==> config.mk <==
export PLATFORM = sky130hd
export DESIGN_NAME = config_register_file_flat
export DESIGN_NICKNAME = d
export VERILOG_FILES = /design/src/rtl/config_register_file_if.sv /design/src/rtl/config_register_file.sv /design/src/flat_wrapper.sv
export SDC_FILE = /design/constraint.sdc
export NUM_CORES = 1
export LEC_CHECK = 0
export ABC_AREA = 1
export ABC_CLOCK_PERIOD_IN_PS = 2700
export CAP_MARGIN = 20
export CORE_ASPECT_RATIO = 0.7
export CORE_MARGIN = 2
export CORE_UTILIZATION = 35
export DETAILED_ROUTE_END_ITERATION = 10
export GPL_ROUTABILITY_DRIVEN = 0
export HOLD_SLACK_MARGIN = 0.15
export SETUP_SLACK_MARGIN = 0.05
export SLEW_MARGIN = 10
export SYNTH_ARGS = -nofsm -noshare
export SYNTH_HDL_FRONTEND = slang
export SYNTH_SLANG_ARGS = --single-unit
==> constraint.sdc <==
create_clock -name clk -period 2.7 [get_ports clk]
set_input_delay 0.27 -clock clk [delete_from_list [all_inputs] [get_ports clk]]
set_output_delay 0.27 -clock clk [all_outputs]
set_load 0.005 [all_outputs]
==> src/rtl/config_register_file_if.sv <==
// Address/data/valid/ack link between the frame address decoder (master) and the
// configuration register file (slave), plus the register-bank and update outputs.
interface config_register_file_if #(
    parameter int unsigned NUM_REGS = 16
);
    logic [3:0]            address;
    logic [3:0]            data;
    logic                  valid;
    logic                  ack;
    logic [4*NUM_REGS-1:0] regs;
    logic                  upd_strobe;
    logic [3:0]            upd_addr;
    logic                  err;

    modport master (
        output address, data, valid,
        input  ack, regs, upd_strobe, upd_addr, err
    );

    modport slave (
        input  address, data, valid,
        output ack, regs, upd_strobe, upd_addr, err
    );
endinterface

==> src/rtl/config_register_file.sv <==
// Configuration register file: captures decoder write commands into a bank of 4-bit
// registers and answers each with a one-cycle ack plus update strobe or error pulse.
module config_register_file #(
    parameter int unsigned NUM_REGS        = 16,
    parameter int unsigned RELEASE_TIMEOUT = 4,
    parameter logic [3:0]  RESET_VALUE     = 4'h0
) (
    input logic                   clk,
    input logic                   rst,
    config_register_file_if.slave bus
);

    typedef enum logic [1:0] {StIdle, StWrite, StAck, StRelease} state_e;

    localparam logic [3:0] TimeoutLast = 4'(RELEASE_TIMEOUT - 1);

    state_e                state_q;
    logic [3:0]            cnt_q;
    logic [3:0]            addr_q;
    logic [3:0]            data_q;
    logic                  ack_q;
    logic                  strobe_q;
    logic                  err_q;
    logic [3:0]            upd_addr_q;
    logic [4*NUM_REGS-1:0] regs_q;
    logic                  mapped;

    assign mapped = (32'(addr_q) < NUM_REGS);

    always_ff @(posedge clk or posedge rst) begin
        if (rst) begin
            state_q    <= StIdle;
            cnt_q      <= '0;
            addr_q     <= '0;
            data_q     <= '0;
            ack_q      <= 1'b0;
            strobe_q   <= 1'b0;
            err_q      <= 1'b0;
            upd_addr_q <= '0;
            regs_q     <= {NUM_REGS{RESET_VALUE}};
        end else begin
            unique case (state_q)
                StIdle: begin
                    if (bus.valid) begin
                        addr_q  <= bus.address;
                        data_q  <= bus.data;
                        state_q <= StWrite;
                    end
                end
                StWrite: begin
                    for (int unsigned i = 0; i < NUM_REGS; i++) begin
                        if (addr_q == 4'(i)) begin
                            regs_q[4*i +: 4] <= data_q;
                        end
                    end
                    strobe_q   <= mapped;
                    err_q      <= ~mapped;
                    upd_addr_q <= addr_q;
                    ack_q      <= 1'b1;
                    state_q    <= StAck;
                end
                StAck: begin
                    ack_q    <= 1'b0;
                    strobe_q <= 1'b0;
                    err_q    <= 1'b0;
                    cnt_q    <= '0;
                    state_q  <= StRelease;
                end
                StRelease: begin
                    // A decoder that never drops valid is released after the timeout;
                    // the still-high valid then starts a fresh command from idle.
                    if (!bus.valid || cnt_q == TimeoutLast) begin
                        state_q <= StIdle;
                    end else begin
                        cnt_q <= cnt_q + 4'd1;
                    end
                end
                default: state_q <= StIdle;
            endcase
        end
    end

    assign bus.ack        = ack_q;
    assign bus.upd_strobe = strobe_q;
    assign bus.err        = err_q;
    assign bus.upd_addr   = upd_addr_q;
    assign bus.regs       = regs_q;

endmodule

==> src/flat_wrapper.sv <==
// flat-port wrapper written by rule: the top's interface ports become plain ports
module config_register_file_flat 
#(
    parameter int unsigned NUM_REGS        = 16,
    parameter int unsigned RELEASE_TIMEOUT = 4,
    parameter logic [3:0]  RESET_VALUE     = 4'h0
)
  (clk, rst, bus_address, bus_data, bus_valid, bus_ack, bus_regs, bus_upd_strobe, bus_upd_addr, bus_err);
  config_register_file_if #(.NUM_REGS(NUM_REGS)) bus_i ();
  input logic clk;
  input logic rst;
  input wire logic [$bits(bus_i.address)-1:0] bus_address;
  input wire logic [$bits(bus_i.data)-1:0] bus_data;
  input wire logic [$bits(bus_i.valid)-1:0] bus_valid;
  output wire logic [$bits(bus_i.ack)-1:0] bus_ack;
  output wire logic [$bits(bus_i.regs)-1:0] bus_regs;
  output wire logic [$bits(bus_i.upd_strobe)-1:0] bus_upd_strobe;
  output wire logic [$bits(bus_i.upd_addr)-1:0] bus_upd_addr;
  output wire logic [$bits(bus_i.err)-1:0] bus_err;
  assign bus_i.address = bus_address;
  assign bus_i.data = bus_data;
  assign bus_i.valid = bus_valid;
  assign bus_ack = bus_i.ack;
  assign bus_regs = bus_i.regs;
  assign bus_upd_strobe = bus_i.upd_strobe;
  assign bus_upd_addr = bus_i.upd_addr;
  assign bus_err = bus_i.err;
  config_register_file #(.NUM_REGS(NUM_REGS), .RELEASE_TIMEOUT(RELEASE_TIMEOUT), .RESET_VALUE(RESET_VALUE)) u_core (.clk(clk), .rst(rst), .bus(bus_i));
endmodule
==> results of run 1 <==
[metal layers]
metal  track usage, %  part of all wire, %
met1             23.8                   49
met4             3.32                 0.24
met2             23.8                   43
met3             6.86                  7.2
met5                0                    0
[worst paths after layout]
path,start,endpoint,slack [ns],cells after the start
worst max-delay path,u_core.state_q[1]$_DFFE_PP0P_,u_core.bus.regs[8]$_DFFE_PP0P_,0.78,6
worst min-delay path,rst,u_core.bus.regs[60]$_DFFE_PP0P_,0.29,2
worst max register to register,u_core.state_q[1]$_DFFE_PP0P_,u_core.bus.regs[8]$_DFFE_PP0P_,0.78,6
worst min register to register,u_core.bus.regs[51]$_DFFE_PP0P_,u_core.bus.regs[51]$_DFFE_PP0P_,0.48,2
max in group asynchronous,rst,u_core.state_q[0]$_DFFE_PP0P_,1.74,3
min in group clk,u_core.bus.regs[51]$_DFFE_PP0P_,u_core.bus.regs[51]$_DFFE_PP0P_,0.48,2
[cell families (layout without fill, tap and decap cells)]
kind of cell	Yosys count	after routing
AO/OA/AOI/OAI	77	77
XOR/XNOR	1	1
adder cells (fa/ha/maj)	6	6
buffers and inverters	32	120
flip-flops	83	83
other	1	1
AND/OR/NAND/NOR	147	147
[placed cells by master (no fill, tap or decap), types with 2 or more instances in the layout]
| cell | netlist | final |
|---|---|---|
| nor2_1 | 21 | 21 |
| o21ai_0 | 64 | 64 |
| nand3_1 | 11 | 11 |
| a21oi_1 | 11 | 11 |
| dfrtp_1 | 83 | 83 |
| clkbuf_16 | 0 | 9 |
| nand2_1 | 110 | 110 |
| ha_1 | 6 | 6 |
| clkinv_2 | 0 | 2 |
| nor2_2 | 2 | 2 |
| clkdlybuf4s50_1 | 0 | 80 |
| inv_1 | 23 | 22 |
| o21ai_1 | 2 | 2 |
[final cells by class]
cell class	count	area (um2)	share of cell area, %
inverter	23	87.6	1.95
timing repair buffer	81	821	18.2
multi-input combinational	232	1050	23.3
tap	124	155	3.45
clock buffer	10	239	5.31
sequential	83	2080	46.1
clock inverter	6	71.3	1.58
[power by group through the flow]
stage / Clock (mW) / Sequential (mW) / Combinational, mW
after floorplan: 0 / 2.09 / 0.790
after global placement: 0 / 2.13 / 1.88
after detailed placement: 0 / 2.13 / 1.92
after CTS: 1.29 / 2.12 / 1.92
after global routing: 1.34 / 2.18 / 2.13
final: 1.26 / 2.11 / 1.89
[flip-flops by register name, summed over array words and instances, names as in the netlist]
signal / flops
u_core.addr_q: 4
u_core.bus.ack: 1
u_core.bus.upd_addr: 4
u_core.bus.regs: 64
u_core.cnt_q: 4
u_core.data_q: 4
u_core.state_q: 2
[Yosys cell counts]
master    instances  area (um2)
a21oi_1          11        55.1
nand4_1           1        6.26
conb_1            1        3.75
nand2_1         110         413
o21ai_0          64         320
nor2_1           21        78.8
o21ai_1           2        10.0
nand3_1          11        55.1
nor2_2            2        12.5
xor2_1            1        8.76
buf_4             3        22.5
ha_1              6        75.1
inv_1            23        86.3
clkbuf_2          1        5.00
nand2_2           1        6.26
clkbuf_1          5        18.8
dfrtp_1          83        2080
or2_2             1        6.26
==> run metrics, run 1 <==
status=complete, no violations; ant diodes=0; Row Count=29; Detailed Place HPWL=between 5 and 6 mm; Crit Path Category=register to register; CP Capture Type=register; WL final=approximately 8 mm; Non-Filler Instances=559; Hold WS=a little under 0.3 ns; Final Cycle Share=71.3%; Peak VDD IR=approximately 0.48 mV; most used cell, CP=nand2_1; Slew Limit Fails=0; vias after detailed routing=~2600; Sw Ratio=around a third; die height=roughly 85 um; Avg Cell Area, Syn=between 9 and 10 um2; Via density=roughly 4.6; number of global-route vias before repair=between 2000 and 2500; io pins=82; worst-case clock buffer depth=2; clock power share=between 20% and 30%; HP Class=input port to asynchronous set/reset pin; fmax=roughly 0.52 GHz; Wirelength per Cell=between 10 and 15 um; relative slew slack=between 60% and 70%; Final Worst Setup Slack=0.775 ns; clock sink total=83; Total Power=roughly 5.3 mW; Setup crit start kind=register; CTS clock-pin slew for the worst setup and hold paths=about 0.070 ns; power density over the cells=roughly 1200 nW/um2; GR Util All Layers=~17%; critical path cell sequence=inv_1, ha_1, nand3_1, nor2_1, nand2_1, nand2_1; WP data required=between 2 and 3 ns; RSZ-0062 raised after global routing=false; Fin. Hold Viols=0; Post-CTS Setup Repair Bufs=0; internal power=between 3 and 4 mW; max-cap violations=0; drt pass-1 iters=4; post-cts sizing count=0; post-synthesis adder-cell area fraction=approximately 2.3%; number of synthesis warnings=0; Port Buffers=80; CTS tree=yes; placed insts=543; share of cells above drive strength 1=5.06%; final core utilization=between 40% and 50%; proportion of synthesized area in mux cells=0%; pin count of the biggest net entering global routing=54; synthesized cell area=approximately 3300 um2; die area=10100 um2; H-tree levels=3; crit path time final=1.92 ns; Clock Skew=0.00951 ns; Design Area, Final=approximately 4500 um2; Crit path max-delay family=simple AND/OR/NAND/NOR gates; Synth Instances=347; DRT antenna net count=0; initial detailed-routing violation count=152; largest family of logic cells by synthesized area=simple AND/OR/NAND/NOR gates; GRT overflow=0; cts bufs inserted=9; Nets=roughly 450; Layout area overhead=38.1%; core area=between 9000 and 10000 um2; FF+latch count, synth=83; Synth Area in Simple Gates=approximately 18%; Logic pwr share=between 30% and 40%; maximum net fanout on the critical path=15; crit-path max cell delay=0.44 ns; setup TNS=0 ns; static leakage=2.12 nW; CP max-delay cell=nand3_1; Starting Density=approximately 36%; final setup fails=0; Place WS=a little under 0.8 ns; Worst Max-Slew Pin Slew=0.547 ns; CTS root buffer=clkbuf_16; Synth Area in Compound Gates=between 10% and 20%; DP Area=about 4200 um2; Net Sw Power=approximately 1.7 mW; sequential share of the synthesized area=63.7%; XOR/XNOR Fraction of Synth Area=less than 1%; Post-Syn Nets=364; CP arrival=2.20 ns; Flop pwr share=around 40%; CTS hold repair buffers=0; initial antenna violation count=0; Post-route DRC=0; chip width=~120 um; worst path bufs/invs=1; worst-skew pair later-pin latency=between 0.3 and 0.4 ns; first-pass GRT wire length=approximately 13 mm; fillcell total=between 800 and 900; synth unique cells=18
Power figures use the tool's default switching activity.
==> run 2, diff against run 1 <==
--- a/config.mk
+++ b/config.mk
@@ -6,7 +6,7 @@
 export NUM_CORES = 1
 export LEC_CHECK = 0
 export ABC_AREA = 1
-export ABC_CLOCK_PERIOD_IN_PS = 2700
+export ABC_CLOCK_PERIOD_IN_PS = 1950
 export CAP_MARGIN = 20
 export CORE_ASPECT_RATIO = 0.7
 export CORE_MARGIN = 2
==> constraint.sdc (replaced) <==
create_clock -name clk -period 1.95 [get_ports clk]
set_input_delay 0.195 -clock clk [delete_from_list [all_inputs] [get_ports clk]]
set_output_delay 0.195 -clock clk [all_outputs]
set_load 0.005 [all_outputs]
==> run metrics, run 2 (same netlist as run 1, synthesis figures left out) <==
fmax=0.626 GHz (was 0.520 GHz); worst path bufs/invs=2 (was 1); max-cap violations=0 (unchanged); Crit path max-delay family=simple AND/OR/NAND/NOR gates (unchanged); core area=9070 um2 (unchanged); CP Capture Type=register (unchanged); Wirelength per Cell=14.8 um (was 14.1 um); GRT overflow=0 (unchanged); placed insts=547 (was 543); Peak VDD IR=0.713 mV (was 0.480 mV); r2r startpoint=u_core.state_q[1]$_DFFE_PP0P_ (unchanged); pin count of the biggest net entering global routing=26 (was 54); Post-CTS Setup Repair Bufs=0 (unchanged); Row Count=29 (unchanged); Starting Density=35.9% (unchanged); most frequent cells in the layout=nand2_1 (110), dfrtp_1 (83), clkdlybuf4s50_1 (80), o21ai_0 (64), inv_1 (22) (unchanged); fillcell total=864 (was 862); post-cts sizing count=0 (unchanged); Nets=451 (was 447); Slew Limit Fails=0 (unchanged); io pins=82 (unchanged); GR Util All Layers=17.7% (was 16.6%); GR Layer Usage met2=24.2% (was 23.8%); WL final=8.30 mm (was 7.87 mm); Setup crit start kind=register (unchanged); share of cells above drive strength 1=5.25% (was 5.06%); Crit Path Category=register to register (unchanged); Largest register FFs=64 (unchanged); crit-path max cell delay=0.41 ns (was 0.44 ns); CP arrival=1.79 ns (was 2.20 ns); CTS clock-pin slew for the worst setup and hold paths=0.06 ns (was 0.07 ns); GR met3 Demand/Resource=7.74% (was 6.86%); cts bufs inserted=9 (unchanged); CTS hold repair buffers=0 (unchanged); number of global-route vias before repair=2524 (was 2456); worst-case clock buffer depth=2 (unchanged); drt pass-1 iters=4 (unchanged); chip width=119 um (unchanged); die height=84.8 um (unchanged); DRT antenna net count=0 (unchanged); vias after detailed routing=2576 (unchanged); status=complete, no violations (unchanged); critical path cell sequence=inv_1, ha_1, buf_4, nand2_2, nor2_2, nand2_1, nand2_1, o21ai_0 (was inv_1, ha_1, nand3_1, nor2_1, nand2_1, nand2_1); relative slew slack=63.1% (was 63.5%); static leakage=2.14 nW (was 2.12 nW); ant diodes=0 (unchanged); initial antenna violation count=0 (unchanged); Place WS=0.363 ns (was 0.784 ns); WP data required=2.14 ns (was 2.97 ns); worst-skew pair later-pin latency=0.33 ns (about the same); crit path time final=1.60 ns (was 1.92 ns); Port Buffers=80 (unchanged); Layout area overhead=39.4% (was 38.1%); Worst Max-Slew Pin Slew=0.552 ns (was 0.547 ns); commonest non-fill, non-tap cell in the layout=nand2_1 (unchanged); setup TNS=0 ns (unchanged); Register Area=2080 um2 (unchanged); HP Class=input port to asynchronous set/reset pin (unchanged); Detailed Place HPWL=5.99 mm (was 5.59 mm); met1 Resource Use GR=26.2% (was 23.8%); Clock Skew=0.00504 ns (was 0.00951 ns); CTS root buffer=clkbuf_16 (unchanged); RSZ-0062 raised after global routing=false (unchanged); Via density=4.58 (was 4.61); most used cell, CP=nand2_1 (unchanged); Final Cycle Share=81.9% (was 71.3%); CTS tree=yes (unchanged); first-pass GRT wire length=13.8 mm (was 13.1 mm); Non-Filler Instances=562 (was 559); H-tree levels=3 (unchanged); FF-to-FF End=u_core.bus.regs[28]$_DFFE_PP0P_ (was u_core.bus.regs[8]$_DFFE_PP0P_); worst reg2reg setup slack=0.35 ns (was 0.78 ns); Fin. Hold Viols=0 (unchanged); R2R cell count=8 (was 6); maximum net fanout on the critical path=11 (was 15); Final Worst Setup Slack=0.354 ns (was 0.775 ns); CP max-delay cell=dfrtp_1 (was nand3_1); power density over the cells=1610 nW/um2 (was 1170 nW/um2); busiest grt layer=met1 (was met2); initial detailed-routing violation count=158 (was 152); multi-input logic area=1050 um2 (unchanged); clock sink total=83 (unchanged); final core utilization=50.1% (was 49.6%); final setup fails=0 (unchanged); Post-route DRC=0 (unchanged); die area=10100 um2 (unchanged)
[run 2: cell types whose count changed in the layout (fill, tap and decap cells not counted), sizes merged]
cell | before | now
buf | 1 | 5
inv | 24 | 22
clkinv | 3 | 1
clkbuf | 10 | 13
[run 2: worst max path at each step]
stage,from,endpoint,slack (ns),cells after the start
after floorplan,u_core.state_q[1]$_DFFE_PP0P_,u_core.bus.regs[52]$_DFFE_PP0P_,0.57,8
after detailed placement,u_core.state_q[1]$_DFFE_PP0P_,u_core.bus.regs[62]$_DFFE_PP0P_,0.36,8
after CTS,u_core.state_q[1]$_DFFE_PP0P_,u_core.bus.regs[28]$_DFFE_PP0P_,0.33,8
final,u_core.state_q[1]$_DFFE_PP0P_,u_core.bus.regs[28]$_DFFE_PP0P_,0.35,8
after global placement,u_core.state_q[1]$_DFFE_PP0P_,u_core.bus.regs[53]$_DFFE_PP0P_,0.40,8
after global routing,u_core.state_q[1]$_DFFE_PP0P_,u_core.bus.regs[62]$_DFFE_PP0P_,0.13,8
[run 2: cell type report]
class	instances	share of cell area, %
Timing Repair Buffer	85	19.3
Clock inverter	2	0.771
Inverter	23	1.98
Sequential cell	83	45.7
Clock buffer	13	5.73
Multi-Input combinational cell	232	23.1
Tap cell	124	3.41
[run 2: worst reg2reg max path, cell delays in order, from the launching register on]
cell	delay, ns
dfrtp_1	0.41
inv_1	0.11
ha_1	0.17
buf_4	0.17
nand2_2	0.08
nor2_2	0.13
nand2_1	0.18
nand2_1	0.11
o21ai_0	0.08
[run 2: per-stage QoR]
| step | area [um2] | hold WS, ns | power [mW] |
|---|---|---|---|
| final | 4540 | 0.245 | 7.30 |
| after global routing | 4540 | 0.288 | 7.86 |
| after CTS | 4540 | 0.253 | 7.40 |
| after detailed placement | 4250 | 0.476 | 5.67 |
| after global placement | 4250 | 0.470 | 5.63 |
| after floorplan | 3260 | 0.354 | 3.99 |
[run 2: routing by layer]
layer / routed length, um / vias up
met5: 0 / -
met4: 47 / 0
met3: 597 / 4
met2: 3440 / 72
met1: 4210 / 1206
li1: - / 1294
[run 2: power breakdown]
| group | total (mW) | switching [mW] | internal [mW] | leakage [nW] |
|---|---|---|---|---|
| combinational | 2.67 | 1.25 | 1.42 | 0.942 |
| sequential | 2.95 | 0.519 | 2.43 | 1.05 |
| clock | 1.68 | 0.628 | 1.05 | 0.146 |
